<file path="src/rtl/mdio_master.sv">
// mdio_master: Clause-22 MDIO master with MDC divider; MDIO_PREAMBLE_SUPPRESS_EN adds cmd_no_preamble
module mdio_master #(
   parameter int CLK_DIV = 10
) (
   input  logic        clk,
   input  logic        rst,
   input  logic [1:0]  cmd_opcode,
   input  logic [4:0]  cmd_phy_addr,
   input  logic [4:0]  cmd_reg_addr,
   input  logic [15:0] cmd_data,
   input  logic        cmd_valid,
   output logic        cmd_ready,
   output logic [15:0] rsp_data,
   output logic        rsp_valid,
   output logic        busy,
   output logic        mdc_o,
   output logic        mdio_o,
   output logic        mdio_oe,
   input  logic        mdio_i
`ifdef MDIO_PREAMBLE_SUPPRESS_EN
   ,
   input  logic        cmd_no_preamble
`endif
);
   localparam int DW = (CLK_DIV > 1) ? $clog2(CLK_DIV) : 1;
   typedef enum logic [2:0] {IDLE, PRE, HDR, TA, DATA} state_t;
   state_t state, st_nxt;
   logic [DW-1:0] div;
   logic [5:0] bit_cnt, bit_nxt;
   logic [63:0] tx;
   logic [15:0] rx;
   logic rd, cmd_ok, no_pre;
`ifdef MDIO_PREAMBLE_SUPPRESS_EN
   assign no_pre = cmd_no_preamble;
`else
   assign no_pre = 1'b0;
`endif
   assign cmd_ok = cmd_valid && cmd_ready && (cmd_opcode == 2'b01 || cmd_opcode == 2'b10);
   assign bit_nxt = bit_cnt + 6'd1;
   assign st_nxt = bit_nxt < 6'd32 ? PRE : bit_nxt < 6'd46 ? HDR : bit_nxt < 6'd48 ? TA : DATA;
   // frame bit b lives at tx[63-b], i.e. tx[~b] for a 6-bit index
   always_ff @(posedge clk) begin
      if (rst) begin
         state <= IDLE;
         div <= '0;
         bit_cnt <= '0;
         tx <= '0;
         rx <= '0;
         rd <= 1'b0;
         cmd_ready <= 1'b1;
         busy <= 1'b0;
         mdc_o <= 1'b0;
         mdio_o <= 1'b1;
         mdio_oe <= 1'b0;
         rsp_valid <= 1'b0;
         rsp_data <= '0;
      end else begin
         rsp_valid <= 1'b0;
         if (state == IDLE) begin
            if (cmd_ok) begin
               tx <= {32'hFFFF_FFFF, 2'b01, cmd_opcode, cmd_phy_addr, cmd_reg_addr, 2'b10, cmd_data};
               rd <= cmd_opcode == 2'b10;
               bit_cnt <= no_pre ? 6'd32 : 6'd0;
               div <= '0;
               state <= no_pre ? HDR : PRE;
               busy <= 1'b1;
               cmd_ready <= 1'b0;
               mdio_o <= ~no_pre;
               mdio_oe <= 1'b1;
            end
         end else if (div != DW'(CLK_DIV - 1)) begin
            div <= div + 1'b1;
         end else begin
            div <= '0;
            mdc_o <= ~mdc_o;
            if (mdc_o) begin
               if (state == DATA) rx <= {rx[14:0], mdio_i};
               if (bit_cnt == 6'd63) begin
                  state <= IDLE;
                  busy <= 1'b0;
                  cmd_ready <= 1'b1;
                  mdio_o <= 1'b1;
                  mdio_oe <= 1'b0;
                  rsp_valid <= rd;
                  if (rd) rsp_data <= {rx[14:0], mdio_i};
               end else begin
                  bit_cnt <= bit_nxt;
                  state <= st_nxt;
                  mdio_o <= tx[~bit_nxt];
                  mdio_oe <= !rd || bit_nxt < 6'd46;
               end
            end
         end
      end
   end
endmodule

</file>
<file path="config.mk">
export PLATFORM = sky130hd
export DESIGN_NAME = mdio_master
export DESIGN_NICKNAME = d
export VERILOG_FILES = /design/src/rtl/mdio_master.sv
export SDC_FILE = /design/constraint.sdc
export NUM_CORES = 1
export LEC_CHECK = 0
export ABC_CLOCK_PERIOD_IN_PS = 4800
export CAP_MARGIN = 25
export CELL_PAD_IN_SITES_DETAIL_PLACEMENT = 1
export CELL_PAD_IN_SITES_GLOBAL_PLACEMENT = 1
export CORE_MARGIN = 10
export CORE_UTILIZATION = 44
export CTS_BUF_LIST = sky130_fd_sc_hd__clkbuf_2 sky130_fd_sc_hd__clkbuf_4 sky130_fd_sc_hd__clkbuf_8
export DETAILED_ROUTE_END_ITERATION = 8
export GPL_ROUTABILITY_DRIVEN = 0
export PLACE_DENSITY_LB_ADDON = 0.1
export SETUP_SLACK_MARGIN = 0.02
export SYNTH_ARGS = -nofsm -noshare
export SYNTH_HDL_FRONTEND = slang
export SYNTH_SLANG_ARGS = --single-unit
</file>
<file path="constraint.sdc">
create_clock -name clk -period 4.8 [get_ports clk]
set_clock_uncertainty 0.15 [all_clocks]
set_input_delay 0.96 -clock clk [delete_from_list [all_inputs] [get_ports clk]]
set_output_delay 0.96 -clock clk [all_outputs]
set_load 0.01 [all_outputs]
</file>
==> summary.md, run 1 <==
| Metric | Value |
|---|---|
| Iteration-0 DRC Markers | `84` |
| Antenna cell count | `0` |
| Worst Path Max Fanout | `13` |
| Maximum clock insertion buffer count | `2` |
| Count of different cell masters after synthesis | `40` |
| Number of clock buffers inserted by TritonCTS | `9` |
| Count of endpoints failing setup in the final report | `0` |
| Largest net degree at the start of global routing | `43` |
| Top-count cell post-synth | `nand2_1` |
| Number of synthesized register bits | `80` |
| Nature of the critical path startpoint | `input port` |
| Number of nets in the layout | `485` |
| TNS Setup | `0 ns` |
| TritonCTS Sinks | `80` |
| Post-CTS Hold Fix Bufs | `0` |
| Arithmetic-cell share of the synthesized area counting full adders, half adders and majority gates | `1.47%` |
| Highest attainable clock frequency | `327 MHz` |
| Clock tree from TritonCTS | `yes` |
| Cell row count | `32` |
| Grt total ovfl | `0` |
| Sequential cell area fraction in the yosys report | `47.0%` |
| Number of pins exceeding their max-slew limit in the final report | `0` |
| Mean post-synth cell area | `8.36 um2` |
| Total standard cell area after synthesis | `3410 um2` |
| Class of the tightest hold or removal check | `reg2reg` |
| Post-synthesis compound-gate area fraction | `13.7%` |
| Share of the synthesized area in the top cell type | `47.0%` |
| Number of I/O pins | `54` |
| Global-route wire length before repair | `15100 um` |
| Final period util | `63.7%` |
| Synth cell count leaders | `nand2_1 (107), dfxtp_1 (80), a21oi_1 (59)` |
| Ranking of synthesized cells by area | `dfxtp_1 (47%), nand2_1 (12%), a21oi_1 (8.7%)` |
| Yosys warning total | `0` |
| Final Hold Viols | `0` |
| Top FF cell, synth | `dfxtp_1` |
| Input/output buffers | `53` |
| Setup repair after global routing missed its margin | `no` |
| Async set-or-reset flop fraction in the synthesized netlist | `0%` |
| Power Density | `327 nW/um2` |
| Leak pwr | `1.60 nW` |
| Slew margin rel. | `32.0%` |
| Total of fill cells in the finished design | `924` |
| Buffer cell driving the clock tree root | `clkbuf_8` |
| Number of enable flip-flop cells after synthesis | `0` |
| Transition time at the pin with the least slew margin | `1.02 ns` |
| Post-detailed-route wirelength per cell | `16.0 um` |
| Vias per Instance | `5.33` |
| Effective utilization at floorplan | `44.6%` |
| Total via count in the routed design | `2966` |
| Total power | `1.38 mW` |
| Core ar. | `7650 um2` |
| Post-route antenna net violation count | `0` |
| Syn Inst Count | `408` |
| Clock transition time at the flip-flop clock pins of the worst setup and hold paths | `0.07 ns` |
| Count of H-tree levels built during CTS | `3` |
| Source-to-sink clock delay at the later pin of the worst-skew pair | `0.35 ns` |
| Count of unresolved DRC violations after routing | `0` |
| Crit path arrival time | `3.18 ns` |
| Share of final-layout standard cells stronger than drive strength 1 | `6.17%` |
| Number of setup buffers added after CTS | `0` |
| Die width | `108 um` |
| Die height | `108 um` |
| Data required time at the worst endpoint | `4.92 ns` |
| Global-route total usage across every layer | `15.7%` |
| Number of antenna violations at the first check in global routing | `0` |
| Post_cts resized | `0` |
| Outcome | `finished, final reports clean` |
| Largest family of logic cells by synthesized area | `simple AND/OR/NAND/NOR gates` |
| Cell accounting for the most synthesized area | `dfxtp_1` |
| DRT Wirelength | `8910 um` |
| Multiplexer share of the synthesized area | `9.50%` |
| Worst-case vdd ir drop | `0.000162 V` |
| Die ar. | `11700 um2` |
| Type of element capturing the critical path | `flip-flop` |
| HPWL after detailed placement | `6240 um` |
| Post-synthesis share of cell area spent on xor and xnor gates | `2.09%` |
| Area share of and/or/nand/nor cells after synthesis | `22.3%` |
| Via count of the first global-routing pass | `3114` |
| Layout area overhead | `23.7%` |
| 1st-pass router iterations | `4` |
| Type of the worst setup path | `in2reg` |
| Final worst path period need | `3.06 ns` |
| Count of max-cap constraint violations | `0` |
| Synthesized netlist net count | `444` |
==> area by class of cell <==
class / count / area [um2] / area share [%]
Clock buffer: 12 / 153 / 3.62
Multi-Input combinational cell: 299 / 1680 / 39.7
Tap cell: 102 / 128 / 3.02
Clock inverter: 4 / 77.6 / 1.84
Timing Repair Buffer: 57 / 576 / 13.6
Sequential cell: 80 / 1600 / 38.0
Inverter: 2 / 7.51 / 0.178
==> report_power, final <==
group          leakage (nW)  internal (mW)  total (mW)  switching (mW)
clock                 0.118          0.321       0.570           0.249
combinational         0.832         0.0545       0.115          0.0609
sequential            0.648          0.683       0.695          0.0120
==> per-stage QoR <==
step	setup slack (ns)	cells	hold WS, ns	instance area [um2]	util, %
final	1.74	556	0.306	4220	55.2
after global placement	1.39	539	0.290	3960	51.8
after global routing	1.60	556	0.339	4220	55.2
after floorplan	2.46	408	0.282	3410	-
after detailed placement	1.38	540	0.298	3990	52.2
after CTS	1.74	556	0.308	4220	55.2
==> sequential cells by signal, indices dropped and copies added (netlist names) <==
register	count
busy	1
state	3
rx	15
rsp_valid	1
mdio_oe	1
rsp_data	16
div	4
mdio_o	1
rd	1
cmd_ready	1
bit_cnt	6
mdc_o	1
tx	29
==> final timing paths <==
path	from	end	slack (ns)	cells past startpoint
setup / recovery	cmd_opcode[0]	mdio_oe	1.74	7
hold / removal	tx[25]	tx[25]	0.31	2
setup reg to reg	bit_cnt[0]	mdio_o	2.04	8
hold reg to reg	tx[25]	tx[25]	0.31	2
==> logic make-up (layout without fill, tap and decap cells) <==
group | count (synthesis) | count (layout)
flip-flops | 80 | 80
AND/OR/NAND/NOR | 180 | 180
XOR/XNOR | 6 | 6
AO/OA/AOI/OAI | 84 | 84
buffers and inverters | 29 | 75
multiplexers | 25 | 25
adder cells (fa/ha/maj) | 4 | 4
==> critical path, stage by stage <==
cell,delay [ns]
clkdlybuf4s50_1,0.47
inv_1,0.04
ha_1,0.31
nor3_2,0.73
nor2_1,0.26
a31o_2,0.28
a21oi_1,0.11
==> layer usage <==
layer	wire length, um	up-vias	GRT usage, %
li1	-	1475	-
met1	4140	1431	19.4
met2	4330	49	26.4
met3	332	11	3.27
met4	108	0	5.34
met5	0	-	0
==> cells in the final DEF (no fill, tap or decap), types with 4 or more instances in the layout <==
cell             count
nand2_1            107
dfxtp_1             80
a21oi_1             59
clkdlybuf4s50_1     52
nor2_1              40
mux2i_1             20
clkbuf_8            10
o21ai_0              7
nand3_1              7
nor3_1               6
a31oi_1              5
nand4b_1             4
ha_1                 4
Power figures use the tool's default switching activity.
==> run 2, diff against run 1 <==
Settings changed: ABC_CLOCK_PERIOD_IN_PS 4800 to 2800, CORE_UTILIZATION 44 to 37.
Clock period 4.8 ns to 2.8 ns, I/O delays scaled along.
==> summary.md, run 2 (same netlist as run 1, synthesis figures left out) <==
| Metric | Value |
|---|---|
| Outcome | `finished, final reports clean (unchanged)` |
| Die ar. | `13500 um2 (was 11700 um2)` |
| Post-detailed-route wirelength per cell | `15.0 um (was 16.0 um)` |
| Switching part of the total | `26.6% (was 23.3%)` |
| Nature of the critical path startpoint | `flip-flop (was input port)` |
| Net Sw Power | `0.579 mW (was 0.322 mW)` |
| Number of flip-flops in the largest register | `29 (unchanged)` |
| Count of H-tree levels built during CTS | `3 (unchanged)` |
| Number of clock buffers inserted by TritonCTS | `9 (unchanged)` |
| TNS Setup | `0 ns (unchanged)` |
| Global-route total usage across every layer | `13.4% (was 15.7%)` |
| Cell internal power dissipation | `1.59 mW (was 1.06 mW)` |
| Source-to-sink clock delay at the later pin of the worst-skew pair | `0.35 ns (about the same)` |
| Effective utilization at floorplan | `38.5% (was 44.6%)` |
| Maximum clock insertion buffer count | `2 (unchanged)` |
| Power Density | `511 nW/um2 (was 327 nW/um2)` |
| Data required time at the worst endpoint | `2.88 ns (was 4.92 ns)` |
| Post-CTS Hold Fix Bufs | `0 (unchanged)` |
| Count of unresolved DRC violations after routing | `0 (unchanged)` |
| Via count of the first global-routing pass | `3067 (was 3114)` |
| Fraction of power consumed by the clock network | `36.3% (was 41.3%)` |
| Core ar. | `8850 um2 (was 7650 um2)` |
| Global-route wire length before repair | `14700 um (was 15100 um)` |
| Count of max-cap constraint violations | `0 (unchanged)` |
| Setup repair after global routing missed its margin | `no (unchanged)` |
| Final Hold Viols | `0 (unchanged)` |
| Register bank with the most flops | `tx (unchanged)` |
| Share of final-layout standard cells stronger than drive strength 1 | `8.39% (was 6.17%)` |
| DRT Wirelength | `8620 um (was 8910 um)` |
| Logic gate share of total power | `8.9% (was 8.4%)` |
| Most common library cell in the layout ignoring fill and taps | `nand2_1 (unchanged)` |
| Number of I/O pins | `54 (unchanged)` |
| Slew margin rel. | `53.1% (was 32.0%)` |
| Layout area overhead | `24.6% (was 23.7%)` |
| Hold_ws | `0.306 ns (about the same)` |
| Transition time at the pin with the least slew margin | `0.696 ns (was 1.02 ns)` |
| Worst-case vdd ir drop | `0.000256 V (was 0.000162 V)` |
| Largest net degree at the start of global routing | `33 (was 43)` |
| Top Registers | `tx x29, rsp_data x16, rx x15 (unchanged)` |
| Most frequent cells in the layout | `nand2_1 (107), dfxtp_1 (80), a21oi_1 (59), clkdlybuf4s50_1 (52), nor2_1 (40) (unchanged)` |
| Clock tree from TritonCTS | `yes (unchanged)` |
| Final worst path period need | `2.52 ns` |
| Die height | `116 um (was 108 um)` |
| Post-route antenna net violation count | `0 (unchanged)` |
| Grt total ovfl | `0 (unchanged)` |
| Class of the tightest hold or removal check | `reg2reg (unchanged)` |
| Post_cts resized | `0 (unchanged)` |
| Count of endpoints failing setup in the final report | `0 (unchanged)` |
| Vias per Instance | `5.22 (was 5.33)` |
| Number of setup buffers added after CTS | `0 (unchanged)` |
| Number of antenna violations at the first check in global routing | `0 (unchanged)` |
| Clock transition time at the flip-flop clock pins of the worst setup and hold paths | `0.09 ns (was 0.07 ns)` |
| Die width | `116 um (was 108 um)` |
| Worst Path Max Fanout | `7 (was 13)` |
| TritonCTS Sinks | `80 (unchanged)` |
| 1st-pass router iterations | `4 (unchanged)` |
| Type of the worst setup path | `reg2reg (was in2reg)` |
| Final period util | `89.9%` |
| Antenna cell count | `0 (unchanged)` |
| Sequential power share | `54.8% (was 50.4%)` |
| Number of nets in the layout | `496 (was 485)` |
| Iteration-0 DRC Markers | `124 (was 84)` |
| Total via count in the routed design | `2989 (was 2966)` |
| Total power | `2.17 mW (was 1.38 mW)` |
| Input/output buffers | `53 (unchanged)` |
| Buffer cell driving the clock tree root | `clkbuf_8 (unchanged)` |
| Number of pins exceeding their max-slew limit in the final report | `0 (unchanged)` |
| Type of element capturing the critical path | `flip-flop (unchanged)` |
| Total of fill cells in the finished design | `1101 (was 924)` |
| Crit path arrival time | `2.60 ns (was 3.18 ns)` |
| HPWL after detailed placement | `6190 um (was 6240 um)` |
| Highest attainable clock frequency | `397 MHz` |
| Cell row count | `34 (was 32)` |
| Leak pwr | `1.62 nW (was 1.60 nW)` |
==> run 2: metal layers <==
metal	vias to the layer above	global-route usage (%)	part of all wire [%]
met5	-	0	0
met4	0	3.92	1.0
met3	8	4.39	4.9
met2	41	21.7	47
met1	1447	16.6	48
li1	1493	-	-
==> run 2: through the flow <==
stage	instance area (um2)	util, %	setup slack, ns	cells
2_1_floorplan	3410	-	0.563	408
3_3_place_gp	4070	46.0	0.140	557
3_5_place_dp	4070	46.0	0.115	557
4_1_cts	4250	48.0	0.293	573
5_1_grt	4250	48.0	0.194	573
6_report	4250	48.0	0.283	573
==> run 2: worst paths after layout <==
kind	start	end	slack (ns)	cells after the start
worst max-delay path	bit_cnt[0]	mdio_o	0.28	7
worst min-delay path	rsp_data[10]	rsp_data[10]	0.31	2
worst max register to register	bit_cnt[0]	mdio_o	0.28	7
worst min register to register	rsp_data[10]	rsp_data[10]	0.31	2
==> run 2: power by group through the flow <==
stage	Clock, mW	Sequential (mW)	Combinational (mW)
floorplan	0	1.21	0.106
global placement	0	1.22	0.193
detailed placement	0	1.22	0.198
CTS	0.817	1.19	0.199
global route	0.864	1.20	0.219
finish	0.788	1.19	0.194
==> run 2: cell type report <==
| cell class | count | area, um2 | share of cell area [%] |
|---|---|---|---|
| Clock buffer | 9 | 124 | 2.92 |
| Clock inverter | 7 | 52.6 | 1.24 |
| Inverter | 2 | 7.51 | 0.177 |
| Multi-Input combinational cell | 299 | 1680 | 39.5 |
| Sequential cell | 80 | 1600 | 37.7 |
| Tap cell | 108 | 135 | 3.18 |
| Timing Repair Buffer | 68 | 651 | 15.3 |
==> run 2: critical path, cell delays in order (launching register included) <==
cell and delay, ns:
dfxtp_1 0.32, ha_1 0.29, xnor2_4 0.33, mux4_1 0.60
nor2b_1 0.15, a211oi_1 0.32, or4_1 0.17, a31oi_1 0.06
==> run 3, diff against run 2 <==
Settings changed: CELL_PAD_IN_SITES_DETAIL_PLACEMENT 1 to 0, SETUP_SLACK_MARGIN 0.02 to not set.
==> summary.md, run 3 (same netlist as run 1, synthesis figures left out) <==
| Metric | Value |
|---|---|
| Post-route antenna net violation count | `0 (unchanged)` |
| 1st-pass router iterations | `4 (unchanged)` |
| Grt met3 use | `5.01% (was 4.39%)` |
| Total via count in the routed design | `2932 (was 2989)` |
| Global routing's busiest layer | `met2 (unchanged)` |
| Die ar. | `13500 um2 (unchanged)` |
| Nature of the critical path startpoint | `flip-flop (unchanged)` |
| Outcome | `finished, final reports clean (unchanged)` |
| Antenna cell count | `0 (unchanged)` |
| Data required time at the worst endpoint | `2.88 ns (about the same)` |
| Met2 GRT Util | `19.0% (was 21.7%)` |
| Vias per Instance | `5.12 (was 5.22)` |
| Grt total ovfl | `0 (unchanged)` |
| R2R Path End | `mdio_o (unchanged)` |
| Number of clock buffers inserted by TritonCTS | `9 (unchanged)` |
| Iteration-0 DRC Markers | `178 (was 124)` |
| Largest net degree at the start of global routing | `33 (unchanged)` |
| Clock transition time at the flip-flop clock pins of the worst setup and hold paths | `0.09 ns (about the same)` |
| Count of max-cap constraint violations | `0 (unchanged)` |
| Core utilization of the finished layout | `48.4% (was 48.0%)` |
| Number of pins exceeding their max-slew limit in the final report | `0 (unchanged)` |
| Post-detailed-route wirelength per cell | `14.1 um (was 15.0 um)` |
| Number of setup buffers added after CTS | `0 (unchanged)` |
| Count of unresolved DRC violations after routing | `0 (unchanged)` |
| Start point of the critical path | `bit_cnt[0] (unchanged)` |
| Global-route total usage across every layer | `12.5% (was 13.4%)` |
| TritonCTS Sinks | `80 (unchanged)` |
| Buffer cell driving the clock tree root | `clkbuf_8 (unchanged)` |
| Register bank with the most flops | `tx (unchanged)` |
| Worst Path Max Fanout | `7 (unchanged)` |
| Count of H-tree levels built during CTS | `3 (unchanged)` |
| Number of flip-flops in the largest register | `29 (unchanged)` |
| Clock tree from TritonCTS | `yes (unchanged)` |
| Reg-to-reg critical path startpoint | `bit_cnt[0] (unchanged)` |
| Final period util | `87.7% (was 89.9%)` |
| Maximum clock insertion buffer count | `2 (unchanged)` |
| Worst-case vdd ir drop | `0.000286 V (was 0.000256 V)` |
| Worst reg2reg setup slack | `0.35 ns (was 0.28 ns)` |
| M1 GR Usage | `16.0% (was 16.6%)` |
| Number of cells on the worst hold path | `2 (unchanged)` |
| DRT Wirelength | `8070 um (was 8620 um)` |
| Global-route wire length before repair | `13600 um (was 14700 um)` |
| Type of element capturing the critical path | `flip-flop (unchanged)` |
| Setup repair after global routing missed its margin | `no (unchanged)` |
| Final Hold Viols | `0 (unchanged)` |
| Source-to-sink clock delay at the later pin of the worst-skew pair | `0.35 ns (about the same)` |
| Type of the worst setup path | `reg2reg (unchanged)` |
| HPWL after detailed placement | `5630 um (was 6190 um)` |
| Highest attainable clock frequency | `407 MHz (was 397 MHz)` |
| Most common library cell in the layout ignoring fill and taps | `nand2_1 (unchanged)` |
| Power Density | `532 nW/um2 (was 511 nW/um2)` |
| TNS Setup | `0 ns (unchanged)` |
| Post-CTS Hold Fix Bufs | `0 (unchanged)` |
| Top Registers | `tx x29, rsp_data x16, rx x15 (unchanged)` |
| Final worst path period need | `2.45 ns (was 2.52 ns)` |
| Input/output buffers | `53 (unchanged)` |
| Die height | `116 um (unchanged)` |
| Crit path arrival time | `2.54 ns (was 2.60 ns)` |
| Crit path capture | `mdio_o (unchanged)` |
| Number of antenna violations at the first check in global routing | `0 (unchanged)` |
| Most frequent cells in the layout | `nand2_1 (107), dfxtp_1 (80), a21oi_1 (59), clkdlybuf4s50_1 (52), nor2_1 (40) (unchanged)` |
| Number of I/O pins | `54 (unchanged)` |
| Share of final-layout standard cells stronger than drive strength 1 | `8.39% (unchanged)` |
| Die width | `116 um (unchanged)` |
| Count of endpoints failing setup in the final report | `0 (unchanged)` |
| Number of nets in the layout | `496 (unchanged)` |
| Leak pwr | `1.63 nW (was 1.62 nW)` |
| Register-to-Register Path Depth | `7 (unchanged)` |
| Effective utilization at floorplan | `38.5% (unchanged)` |
| Via count of the first global-routing pass | `2882 (was 3067)` |
| Core ar. | `8850 um2 (unchanged)` |
| Post_cts resized | `0 (unchanged)` |
| Cell row count | `34 (unchanged)` |
| Layout area overhead | `25.6% (was 24.6%)` |
| Class of the tightest hold or removal check | `reg2reg (unchanged)` |
| Slew margin rel. | `53.1% (about the same)` |
| Transition time at the pin with the least slew margin | `0.696 ns (about the same)` |
| Total of fill cells in the finished design | `879 (was 1101)` |
run 3: power breakdown:
part / internal [mW] / leakage (nW) / switching (mW)
clock: 0.447 / 0.104 / 0.447
combinational: 0.0930 / 0.882 / 0.0990
sequential: 1.17 / 0.648 / 0.0195
run 3: worst min-delay path by stage:
stage	slack [ns]	start	to
6_report	0.31	rsp_data[1]	rsp_data[1]
5_1_grt	0.32	tx[7]	tx[7]
4_1_cts	0.31	tx[23]	tx[23]
3_5_place_dp	0.29	tx[23]	tx[23]
3_3_place_gp	0.29	tx[13]	tx[13]
2_1_floorplan	0.28	rx[14]	rsp_data[15]
run 3: layer usage:
metal	wire length [um]	part of all wire, %	vias to the layer above
met5	0	0	-
met4	76	0.94	0
met3	543	6.7	8
met2	3570	44	49
met1	3880	48	1368
li1	-	-	1507
run 3: stage by stage:
step	worst slack (ns)	cells	hold slack, ns	total power, mW	instance area [um2]
after floorplan	0.563	408	0.282	1.32	3410
after global placement	0.140	557	0.289	1.41	4070
after detailed placement	0.148	557	0.295	1.41	4070
after CTS	0.363	573	0.306	2.32	4280
after global routing	0.218	573	0.318	2.39	4280
final	0.345	573	0.306	2.28	4280
run 3: final cells by class:
cell class | count | area, um2 | share of cell area (%)
Clock buffer | 10 | 138 | 3.21
Clock inverter | 6 | 72.6 | 1.69
Inverter | 2 | 7.51 | 0.175
Multi-Input combinational cell | 299 | 1680 | 39.2
Sequential cell | 80 | 1600 | 37.4
Tap cell | 108 | 135 | 3.16
Timing Repair Buffer | 68 | 651 | 15.2
run 3: worst max-delay path, cell delays in order (launching register included):
cell and delay (ns):
dfxtp_1 0.32, ha_1 0.29, xnor2_4 0.33, mux4_1 0.58, nor2b_1 0.15, a211oi_1 0.30
or4_1 0.17, a31oi_1 0.06
